**src/rtl/hbi_rd_seq_pkg.sv**
```systemverilog
// ============================================================================
// hbi_rd_seq_pkg : shared types and constants for the HBI read-beat sequencer
// Rev 1.0
// ============================================================================
`default_nettype none

package hbi_rd_seq_pkg;

  localparam int LAT_W = 8;
  localparam int SEL_W = 3;

  localparam int INIT_LAT_DEF = 16;
  localparam int SUB_LAT_DEF  = 8;

  localparam logic [SEL_W-1:0] SRC_PERPH = 3'd0;
  localparam logic [SEL_W-1:0] SRC_CRT   = 3'd1;
  localparam logic [SEL_W-1:0] SRC_HBI   = 3'd2;
  localparam logic [SEL_W-1:0] SRC_RC    = 3'd3;
  localparam logic [SEL_W-1:0] SRC_2DC   = 3'd4;
  localparam logic [SEL_W-1:0] SRC_DE    = 3'd5;

  typedef enum logic [2:0] {
    ST_IDLE  = 3'd0,
    ST_WAIT  = 3'd1,
    ST_DATA  = 3'd2,
    ST_STOPW = 3'd3,
    ST_TURN  = 3'd4
  } state_e;

endpackage

`default_nettype wire

```
**src/rtl/hbi_lat_timer.sv**
```systemverilog
// ============================================================================
// hbi_lat_timer : latency counter with loadable limit and terminal-count flag
// Rev 1.0
// ============================================================================
`default_nettype none

module hbi_lat_timer
  import hbi_rd_seq_pkg::*;
(
  input  logic             clk,
  input  logic             rst_n,
  input  logic             load,
  input  logic [LAT_W-1:0] limit,
  input  logic             clr,
  input  logic             inc,
  output logic             tc
);

  localparam logic [LAT_W-1:0] ONE = 1;

  logic [LAT_W-1:0] cnt_q, cnt_d;
  logic [LAT_W-1:0] limit_q, limit_d;

  always_comb begin
    limit_d = load ? limit : limit_q;
    cnt_d   = cnt_q;
    if (clr) begin
      cnt_d = '0;
    end else if (inc && (cnt_q != '1)) begin
      cnt_d = cnt_q + ONE;
    end
  end

  // Flags the clock whose increment lands the count on limit-1.
  assign tc = (cnt_q + ONE) >= (limit_q - ONE);

  always_ff @(posedge clk or negedge rst_n) begin
    if (!rst_n) begin
      cnt_q   <= '0;
      limit_q <= '0;
    end else begin
      cnt_q   <= cnt_d;
      limit_q <= limit_d;
    end
  end

endmodule

`default_nettype wire

```
**src/rtl/hbi_rd_seq.sv**
```systemverilog
// ============================================================================
// hbi_rd_seq : PCI target read-beat sequencer for the host bus output stage
// Rev 1.0
// ============================================================================
`default_nettype none

module hbi_rd_seq
  import hbi_rd_seq_pkg::*;
#(
  parameter int NSRC     = 6,
  parameter int INIT_LAT = INIT_LAT_DEF,
  parameter int SUB_LAT  = SUB_LAT_DEF
) (
  input  logic             hb_clk,
  input  logic             sys_reset_n,
  input  logic             rd_start,
  input  logic [SEL_W-1:0] src_sel,
  input  logic [NSRC-1:0]  src_rdy,
  input  logic             burst_ok,
  input  logic             frame_n,
  input  logic             irdy_n,
  output logic             devsel_n,
  output logic             trdy_n,
  output logic             stop_n,
  output logic             ad_oe,
  output logic             any_trdy_async,
  output logic [NSRC-1:0]  src_ack,
  output logic [7:0]       beat_cnt
);

  localparam logic [LAT_W-1:0] INIT_LIM = LAT_W'(INIT_LAT);
  localparam logic [LAT_W-1:0] SUB_LIM  = LAT_W'(SUB_LAT);

  state_e           state_q, state_d;
  logic [SEL_W-1:0] sel_q, sel_d;
  logic             devsel_n_q, devsel_n_d;
  logic             trdy_n_q, trdy_n_d;
  logic             stop_n_q, stop_n_d;
  logic             ad_oe_q, ad_oe_d;
  logic [NSRC-1:0]  src_ack_q, src_ack_d;
  logic [7:0]       beat_cnt_q, beat_cnt_d;

  logic             sel_rdy;
  logic             lat_clr;
  logic             lat_inc;
  logic             lat_tc;
  logic [LAT_W-1:0] lat_limit;

  assign sel_rdy        = src_rdy[sel_q];
  assign any_trdy_async = ((state_q == ST_WAIT) || (state_q == ST_DATA)) && sel_rdy;

  // First beat is bounded by the initial latency, later beats by the subsequent one.
  assign lat_limit = (beat_cnt_d == '0) ? INIT_LIM : SUB_LIM;

  hbi_lat_timer u_lat_timer (
    .clk   (hb_clk),
    .rst_n (sys_reset_n),
    .load  (lat_clr),
    .limit (lat_limit),
    .clr   (lat_clr),
    .inc   (lat_inc),
    .tc    (lat_tc)
  );

  always_comb begin
    state_d    = state_q;
    sel_d      = sel_q;
    devsel_n_d = devsel_n_q;
    trdy_n_d   = trdy_n_q;
    stop_n_d   = stop_n_q;
    ad_oe_d    = ad_oe_q;
    src_ack_d  = '0;
    beat_cnt_d = beat_cnt_q;
    lat_clr    = 1'b0;
    lat_inc    = 1'b0;

    case (state_q)
      ST_IDLE: begin
        if (rd_start) begin
          sel_d      = (int'(src_sel) >= NSRC) ? SRC_DE : src_sel;
          beat_cnt_d = '0;
          lat_clr    = 1'b1;
          devsel_n_d = 1'b0;
          trdy_n_d   = 1'b1;
          stop_n_d   = 1'b1;
          ad_oe_d    = 1'b0;
          state_d    = ST_WAIT;
        end
      end

      ST_WAIT: begin
        lat_inc = 1'b1;
        ad_oe_d = 1'b1;
        if (sel_rdy) begin
          trdy_n_d = 1'b0;
          state_d  = ST_DATA;
        end else if (lat_tc) begin
          stop_n_d = 1'b0;
          state_d  = ST_STOPW;
        end
      end

      ST_DATA: begin
        if (!irdy_n) begin
          src_ack_d[sel_q] = 1'b1;
          beat_cnt_d       = (beat_cnt_q == 8'hFF) ? beat_cnt_q : beat_cnt_q + 8'd1;
          lat_clr          = 1'b1;
          if (frame_n) begin
            trdy_n_d   = 1'b1;
            devsel_n_d = 1'b1;
            stop_n_d   = 1'b1;
            ad_oe_d    = 1'b0;
            state_d    = ST_TURN;
          end else if (!(burst_ok && sel_rdy)) begin
            trdy_n_d = 1'b1;
            if (!burst_ok) begin
              stop_n_d = 1'b0;
              state_d  = ST_STOPW;
            end else begin
              state_d  = ST_WAIT;
            end
          end
        end
      end

      ST_STOPW: begin
        if (frame_n) begin
          devsel_n_d = 1'b1;
          stop_n_d   = 1'b1;
          trdy_n_d   = 1'b1;
          ad_oe_d    = 1'b0;
          state_d    = ST_TURN;
        end
      end

      ST_TURN: begin
        state_d = ST_IDLE;
      end

      default: begin
        devsel_n_d = 1'b1;
        trdy_n_d   = 1'b1;
        stop_n_d   = 1'b1;
        ad_oe_d    = 1'b0;
        state_d    = ST_IDLE;
      end
    endcase
  end

  always_ff @(posedge hb_clk or negedge sys_reset_n) begin
    if (!sys_reset_n) begin
      state_q    <= ST_IDLE;
      sel_q      <= '0;
      devsel_n_q <= 1'b1;
      trdy_n_q   <= 1'b1;
      stop_n_q   <= 1'b1;
      ad_oe_q    <= 1'b0;
      src_ack_q  <= '0;
      beat_cnt_q <= '0;
    end else begin
      state_q    <= state_d;
      sel_q      <= sel_d;
      devsel_n_q <= devsel_n_d;
      trdy_n_q   <= trdy_n_d;
      stop_n_q   <= stop_n_d;
      ad_oe_q    <= ad_oe_d;
      src_ack_q  <= src_ack_d;
      beat_cnt_q <= beat_cnt_d;
    end
  end

  assign devsel_n = devsel_n_q;
  assign trdy_n   = trdy_n_q;
  assign stop_n   = stop_n_q;
  assign ad_oe    = ad_oe_q;
  assign src_ack  = src_ack_q;
  assign beat_cnt = beat_cnt_q;

endmodule

`default_nettype wire

```
**config.mk**
```make
export PLATFORM = sky130hd
export DESIGN_NAME = hbi_rd_seq
export DESIGN_NICKNAME = d
export VERILOG_FILES = /design/src/rtl/hbi_rd_seq_pkg.sv /design/src/rtl/hbi_lat_timer.sv /design/src/rtl/hbi_rd_seq.sv
export SDC_FILE = /design/constraint.sdc
export NUM_CORES = 1
export LEC_CHECK = 0
export ABC_AREA = 1
export CORE_MARGIN = 2
export CORE_UTILIZATION = 27
export DETAILED_ROUTE_END_ITERATION = 6
export PLACE_DENSITY = 0.47
export SKIP_CTS_REPAIR_TIMING = 1
export SYNTH_ARGS = -nofsm -noshare
export SYNTH_HDL_FRONTEND = slang
export SYNTH_SLANG_ARGS = --single-unit
```
**constraint.sdc**
```tcl
create_clock -name hb_clk -period 2.15 [get_ports hb_clk]
set_input_delay 0.43 -clock hb_clk [delete_from_list [all_inputs] [get_ports hb_clk]]
set_output_delay 0.43 -clock hb_clk [all_outputs]
set_load 0.05 [all_outputs]
```
== Word level (Yosys, flattened, before mapping) ==
Index checks and enable logic that the tools add are counted.
Word-level totals
  bits of input ports: 15
  output and inout port bits: 19
  word-level logic and storage cells: 97
  register bits after elaboration: 40
Cells by class
  muxes and demuxes: 48
  order comparisons: 4
  bitwise logic cells: 2
  reductions and logical operators: 15
  add/subtract/negate cells: 3
  equality and inequality tests: 15
Operators by type and width (count)
  2-to-1 mux 8 bit: 5
  2-to-1 mux 3 bit: 8
  2-to-1 mux 1 bit: 22
  adder 8 x 1 -> 8 bit, second input constant: 2
  case mux 8 bit (2 select lines): 1
  case mux 1 bit (5 select lines): 3
  2-to-1 mux 6 bit: 2
  != test 2 bit, second input constant: 6
  case mux 3 bit (4 select lines): 1
  != test 3 bit, second input constant: 3
  equality test 8 bit, second input constant: 1
  >= comparator 8 bit: 1
  zero test 8 bit: 1
  != test 8 bit, second input constant: 1
  AND reduction 8 bit: 1
  subtractor 8 x 1 -> 8 bit, second input constant: 1
  equality test 3 x 2 -> 1 bit, second input constant: 2
  AND reduction 3 bit: 2
  AND reduction 6 bit: 1
  2-to-1 mux 5 bit: 1
  AND reduction 5 bit: 1
  logical AND 1 bit: 4
  < comparator 3 x 4 -> 1 bit, second input constant: 1
  case mux 1 bit (4 select lines): 1
  14 further kinds: 15

== Depth between registers and ports, before layout ==
  depth after elaboration: 7
  mapped depth: 16
  gate-level depth less buffers: 16

== By module ==
A second synthesis with hierarchy kept.
Unflattened totals
  cells, all modules: 370
  area total of the unflattened synthesis: 2700.1 um2
Modules (own cells, without submodules)
  hbi_rd_seq: area an instance 1599.0 um2, times used 1, cells an instance 221
  hbi_lat_timer: area an instance 1101.1 um2, times used 1, cells an instance 149

== Worst setup path before layout ==
No wires, ideal clock.
  path kind: reg2reg
  start point: reg u_lat_timer.cnt_q[2]
  end point: reg state_q[1]
  stages on the path, launching flop included: 15
  library setup time: 0.121 ns
  data arrival time: 1.946 ns
  buffers on the path: 0
  data required time: 2.029 ns
  slack: 0.083 ns
  cells stage by stage: dfrtp_1 nand3_1 nor2_1 nand2_1 nor3_1 xor2_1 inv_1 ha_1 nand2_1 o211a_1 nand2_1 nor2_1 nor2_2 nand2_1 o21ai_1
Between the ends
  cells in the longest elaborated chain, start to end: 4
Ends and longest elaborated chain
  from (decl): RTL line hbi_lat_timer.sv:21  | logic [LAT_W-1:0] cnt_q, cnt_d;
  from (signal assigned): RTL line hbi_lat_timer.sv:42  | cnt_q <= cnt_d;
  adder 8 x 1 -> 8 bit: RTL line hbi_lat_timer.sv:35  | assign tc = (cnt_q + ONE) >= (limit_q - ONE);
  >= comparator 8 bit: RTL line hbi_lat_timer.sv:35
  != test 3 bit (no source line)
  AND reduction 5 bit (no source line)
  to (signal assigned): RTL line hbi_rd_seq.sv:161  | state_q <= state_d;
  to (decl): RTL line hbi_rd_seq.sv:34  | state_e state_q, state_d;
No other way between the ends.
A chain may end at the register's enable or synchronous reset.

== Worst setup path after layout ==
  start point: reg u_lat_timer.cnt_q[0]
  end point: reg state_q[1]
Same word-level chain as after synthesis.

==> key figures <==
Status
  – Outcome: complete, but fails checks
  – Failing checks: setup timing

Yosys
  – Synth warn: 0
  – Mux share of post-synthesis cell area: 0%
  – Ranking of synthesized cells by area: dfrtp_1 37%, nand2_1 13%, inv_1 7.5%
  – Synth Area in Adders: 5.329%
  – Ys async rst share: 100.0%
  – Dominant cell type by area after synthesis: dfrtp_1
  – Mapped Nets: 306
  – Largest family of logic cells by synthesized area: simple AND/OR/NAND/NOR gates
  – Unique cell type count in the Yosys netlist: 29
  – Seq cells post-synth: 34
  – Post-synthesis sequential area ratio: 40.44%
  – Ys flop type: dfrtp_1
  – Simple-Gate Fraction of Synth Area: between 30% and 40%
  – Syn Inst Count: approximately 280
  – Xor/xnor share of the synthesized area: 2.487%
  – Post-synth top cells: 72 x nand2_1, 42 x inv_1, 31 x dfrtp_1, 23 x nor2_1, 21 x nand3_1
  – Top-count cell post-synth: nand2_1
  – Number of synthesized flops with an enable pin: 0
  – Yosys top cell area share: 36.71%
  – Synth Area in Compound Gates: a little under 9%
  – Netlist Area Pre-Place: between 2000 and 2500 um^2
  – Mapped Avg Cell Area: between 7 and 8 um^2

Flow run
  – Max cap viols: 0

Placement
  – GPL Wtd Cong: roughly 0.76
  – Dpl ws: -0.07303 ns
  – DP HPWL: 3.730 mm
  – Port bufs: 33

Critical path
  – Cell chain of the critical path: nand3_2, nor2_4, nand2_2, nor3_2, xor2_1, inv_1, ha_4, nand2_4, o211a_1, nand2_2, nor2_4, nor2_4, nand2_1, o21ai_1
  – CP required: 2.36 ns
  – Most used cell, CP: nor2_4
  – Crit path kind: flop to flop
  – CP max stage cell: dfrtp_1
  – Crit path largest cell delay: 0.39 ns
  – Crit end category: flop
  – Worst path top cell family by delay: simple AND/OR/NAND/NOR gates
  – Worst EP arrival: 2.42 ns
  – Startpoint types: flop
  – Worst path bufs/invs: 1
  – Crit-path max FO: 4

Floorplan
  – DIE AREA: 8551 um^2
  – Die H: 92.47 um
  – Boundary Pins: 34
  – Chip width: a little over 90 um
  – Initial core utilization: 27.63%
  – Core ar.: 7647 um^2
  – Rows: 32

Pwr
  – Power consumption: 3564 uW
  – Max rail drop VDD: 0.0006163 V
  – Lkg Pwr: around 0.0013 uW
  – Pwr dens: 1286 nW/um^2

Timing
  – Final setup fails: 3
  – Setup Skew: 0.005903 ns
  – Worst slew pin tran: 0.5095 ns
  – Fin. Hold Viols: 0
  – Setup TNS: -0.1381 ns
  – Fin. max-slew vios: 0
  – RSZ-0062 raised after global routing: yes
  – Crit path setup slack, layout: -0.06094 ns
  – Slew headroom: 65.92%
  – Fmax: 0.4523 GHz
  – Final worst-path cycle share: 102.8%
  – Minimum clock period: 2.211 ns

Final layout
  – ANT cells: 0
  – Layout cell share with drive strength beyond 1: 18.24%
  – # fillers: ~810
  – Seq. cell area: 854.6 um^2
  – Area of the multi-input gates: 1124 um^2
  – P&R area growth vs syn: 31.08%
  – Final core occ: 36.22%
  – Nets: approximately 350

Clock tree
  – Clk sink count: 34
  – CTS root buffer: clkbuf_8
  – CTS tree: built
  – CTS Buffer Depth: 2
  – Worst skew pair latency: 0.28 ns
  – H-tree depth: 2
  – Inserted Clock Buffers: 5
  – CTS clk-pin slew, worst paths: 0.07 ns

GRT
  – Antenna violations before repair: 0
  – First-pass GRT wire length: 8.280 mm
  – GRT Overall Usage: between 10% and 20%
  – Largest net degree at the start of global routing: 35
  – Vias in the first global route: 1,799
  – Overflow after GRT: 0

Drt
  – DR vias/cell: around 4.4
  – Drc violations: 0
  – Drt total wl: slightly below 5 mm
  – Iter 0 DRT Violations: 38
  – Avg WL per Cell: ~11 um
  – Post-DRT Antenna Nets: 0
  – Via count: 1,891
  – DRT Pass-1 Iters: 6

Min path
  – HP Class: flop to flop
==> flip-flops by register name (all words and copies together) (netlist names) <==
register	flops
src_ack	6
beat_cnt	8
trdy_n	1
u_lat_timer.cnt_q	8
stop_n	1
ad_oe	1
u_lat_timer.limit_q	2
state_q	3
devsel_n	1
sel_q	3
==> area by class of cell <==
type | instances | share of cell area, %
timing repair buffer | 40 | 14.09
multi-input combinational | 198 | 40.56
clock buffer | 8 | 3.252
sequential | 34 | 30.85
tap | 102 | 4.607
inverter | 49 | 6.640
==> worst register-to-register path, stage by stage (launching register included) <==
cell	delay, ns
dfrtp_1	0.39
nand3_2	0.12
nor2_4	0.13
nand2_2	0.07
nor3_2	0.19
xor2_1	0.21
inv_1	0.10
ha_4	0.29
nand2_4	0.05
o211a_1	0.21
nand2_2	0.10
nor2_4	0.05
nor2_4	0.13
nand2_1	0.06
o21ai_1	0.06
==> logic make-up (layout without fill, tap and decap cells) <==
kind of cell | after synthesis | in the layout
compound gates | 31 | 31
buf+inv | 50 | 97
fa+ha+maj | 9 | 9
simple gates | 152 | 152
xor+xnor | 6 | 6
flops | 34 | 34
==> routing by layer <==
layer	vias up	wire (um)	global-route usage, %
met5	-	0	0
li1	989	-	-
met2	33	2260	19.34
met1	865	2369	16.45
met3	4	174	2.685
met4	0	57	3.358
==> report_power, final <==
group	internal (uW)	switching [uW]	total, uW	leakage [uW]
logic	714	1300	2020	0.000848
registers	848	216	1060	0.000444
clock network	261	221	482	0.0000455
==> path summary, 6_finish.rpt <==
kind	slack [ns]	from	cells after the start	end
setup reg to reg	-0.06	u_lat_timer.cnt_q[0]	14	state_q[1]
min in group asynchronous	0.56	sys_reset_n	2	src_ack[1]
setup / recovery	-0.06	u_lat_timer.cnt_q[0]	14	state_q[1]
max in group asynchronous	1.24	sys_reset_n	2	devsel_n
hold reg to reg	0.46	stop_n	2	stop_n
hold / removal	0.46	stop_n	2	stop_n
==> placed cells by master, fill, tap and decap left out, types with 4 or more instances in the layout <==
master / instances
nand2_1: 68
inv_1: 42
dfrtp_1: 31
clkdlybuf4s50_1: 31
nor2_1: 20
nand3_1: 20
o21ai_0: 12
nor2_2: 10
nand2_2: 9
ha_1: 8
buf_4: 8
inv_2: 7
clkbuf_8: 6
nor2_4: 5
xor2_1: 5
nand4_1: 5
o21ai_1: 5
nand3_2: 4
nor3_1: 4
a21oi_1: 4
o22ai_1: 4
==> metrics by stage <==
step	hold slack [ns]	cell area, um^2	std cells
3_5_place_dp	0.4569	2620	423
6_report	0.4623	2770	431
5_1_grt	0.4828	2770	431
3_3_place_gp	0.4576	2620	423
2_1_floorplan	0.1344	2113	282
4_1_cts	0.4674	2710	431
No activity file was read; power rests on OpenSTA's default activity.
==> variant: new RTL, config.mk and constraints unchanged <==
Re-encode `state_e` (5 states) as Gray code, 3 bits wide.
--- a/src/rtl/hbi_rd_seq_pkg.sv
+++ b/src/rtl/hbi_rd_seq_pkg.sv
@@ -21,9 +21,9 @@
 
   typedef enum logic [2:0] {
-    ST_IDLE  = 3'd0,
-    ST_WAIT  = 3'd1,
-    ST_DATA  = 3'd2,
-    ST_STOPW = 3'd3,
-    ST_TURN  = 3'd4
+    ST_IDLE  = 3'b000,
+    ST_WAIT  = 3'b001,
+    ST_DATA  = 3'b011,
+    ST_STOPW = 3'b010,
+    ST_TURN  = 3'b110
   } state_e;
 
Formal check against the unedited RTL: same outputs for any inputs over 10 cycles, from zero or initial values and one cycle with sys_reset_n low; not proved beyond that.
==> variant against the unedited design <==
- the flow still finishes with violations (setup timing)
- power is 8.6% lower
- wire length hardly changed
- design area is 0.18% lower
- setup slack better by 48 ps
- sequential cell count stayed put
- area after synthesis is 3.5% lower
- critical path depth is 1 lower
- largest cell class unchanged
==> variant: results (changes against the unedited design) <==
status: "complete, but fails checks"
violations: "setup timing"
grt_pass1_vias: 1939  # +7.8%
yosys.cell_types.count: 24  # -17%
worst_slack_ps: -12.7  # +48.2 ps
synth_fp_nets: 305  # -0.33%
p_leak_nw: 1.43  # +6.6%
critPathMaxFanout: 5  # +1
setup_violations: 2  # -1
hpwl_um: 3680  # -1.3%
drc: 0  # unchanged
cts_max_path_buffers: 2  # unchanged
yosys_warnings: 0  # unchanged
track_usage_pct: 12.8  # +0.72 points
routedWlPerCell_um: 11.1  # -1.5%
pre_cts_ws_ps: -108  # -34.9 ps
drive_above_1_share_pct: 15.1  # -3.1 points
arrival_ps: 2380  # -40 ps
avgSynthCellArea_um2: 7.26  # -3.1%
maxSlewHeadroom_pct: 65.7  # -0.23 points
drtIter0Drc: 82  # +120%
grt_pass1_wl_um: 8650  # +4.5%
viasPerCell: 4.37  # -0.49%
drtPass1Iterations: 4  # -2
ys_seq_area_share_pct: 41.9  # +1.5 points
hp-class: "register to register"
dp.cells: 428  # +1.2%
skew_ps: 4.21  # -1.69 ps
routed_wl_um: 4860  # about the same
clk_latency_ps: 290
placed_area_um2: 2600  # -0.62%
routabilityCongestion: 0.794  # +3.9%
fin_nets: 361  # +2.6%
synthTopCellsByArea: "dfrtp_1 38%, nand2_1 13%, inv_1 11%"
ir_drop_mv: 0.563  # -8.7%
ys_top_cells_by_count: "70 x nand2_1, 58 x inv_1, 31 x dfrtp_1, 25 x nor2_1, 24 x nand3_1"
slowest_stage: "dfrtp_1"
## variant: area by class of cell
type / count / area (um2)
Fill cell: 801 / 4530
Multi-Input combinational cell: 187 / 1000
Sequential cell: 34 / 855
Timing Repair Buffer: 49 / 443
Inverter: 60 / 225
Tap cell: 99 / 124
Clock buffer: 7 / 86.3
Clock inverter: 1 / 30.0
## variant: where the power goes
group          switching, mW  internal [mW]
combinational           1.07          0.597
clock                  0.235          0.378
sequential             0.154          0.819
## variant: logic make-up (layout without fill, tap and decap cells)
kind of cell / count (synthesis) / after routing / synth area share [%]
flip-flops: 34 / 34 / 41.9
AO/OA/AOI/OAI: 28 / 28 / 7.85
buffers and inverters: 60 / 117 / 11.0
adder cells (fa/ha/maj): 9 / 9 / 5.52
XOR/XNOR: 4 / 4 / 1.72
AND/OR/NAND/NOR: 146 / 146 / 32.0
## variant: metal layers
metal	part of all wire, %	vias up	global-route usage (%)
met4	1.3	0	4.55
met5	0	-	0
met1	48	858	16.5
li1	-	992	-
met3	5.3	7	3.09
met2	46	51	21.0
## variant: critical path, delay by kind of cell (launching register included)
family / cells / cell delay, ps
AO/OA/AOI/OAI: 4 / 530
XOR/XNOR: 1 / 190
buffers and inverters: 2 / 160
adder cells (fa/ha/maj): 1 / 220
flip-flops: 1 / 390
AND/OR/NAND/NOR: 5 / 620
## variant: metrics by stage
step | setup TNS, ps | util (%) | hold WS, ps
2_1_floorplan | 0 | - | 134
3_3_place_gp | -143 | 35.7 | 449
3_5_place_dp | -321 | 35.7 | 458
4_1_cts | -400 | 37.3 | 470
5_1_grt | -677 | 37.9 | 495
6_report | -18.5 | 37.9 | 467
## variant: path summary, 6_finish.rpt
| check | from | endpoint | slack (ps) | cells past startpoint |
|---|---|---|---|---|
| min in group asynchronous | sys_reset_n | src_ack[4] | 560 | 2 |
| max in group asynchronous | sys_reset_n | devsel_n | 1240 | 2 |
| max reg2reg | u_lat_timer.cnt_q[1] | state_q[1] | -10 | 13 |
| min | devsel_n | devsel_n | 470 | 2 |
| max | u_lat_timer.cnt_q[1] | state_q[1] | -10 | 13 |
| min reg2reg | devsel_n | devsel_n | 470 | 2 |
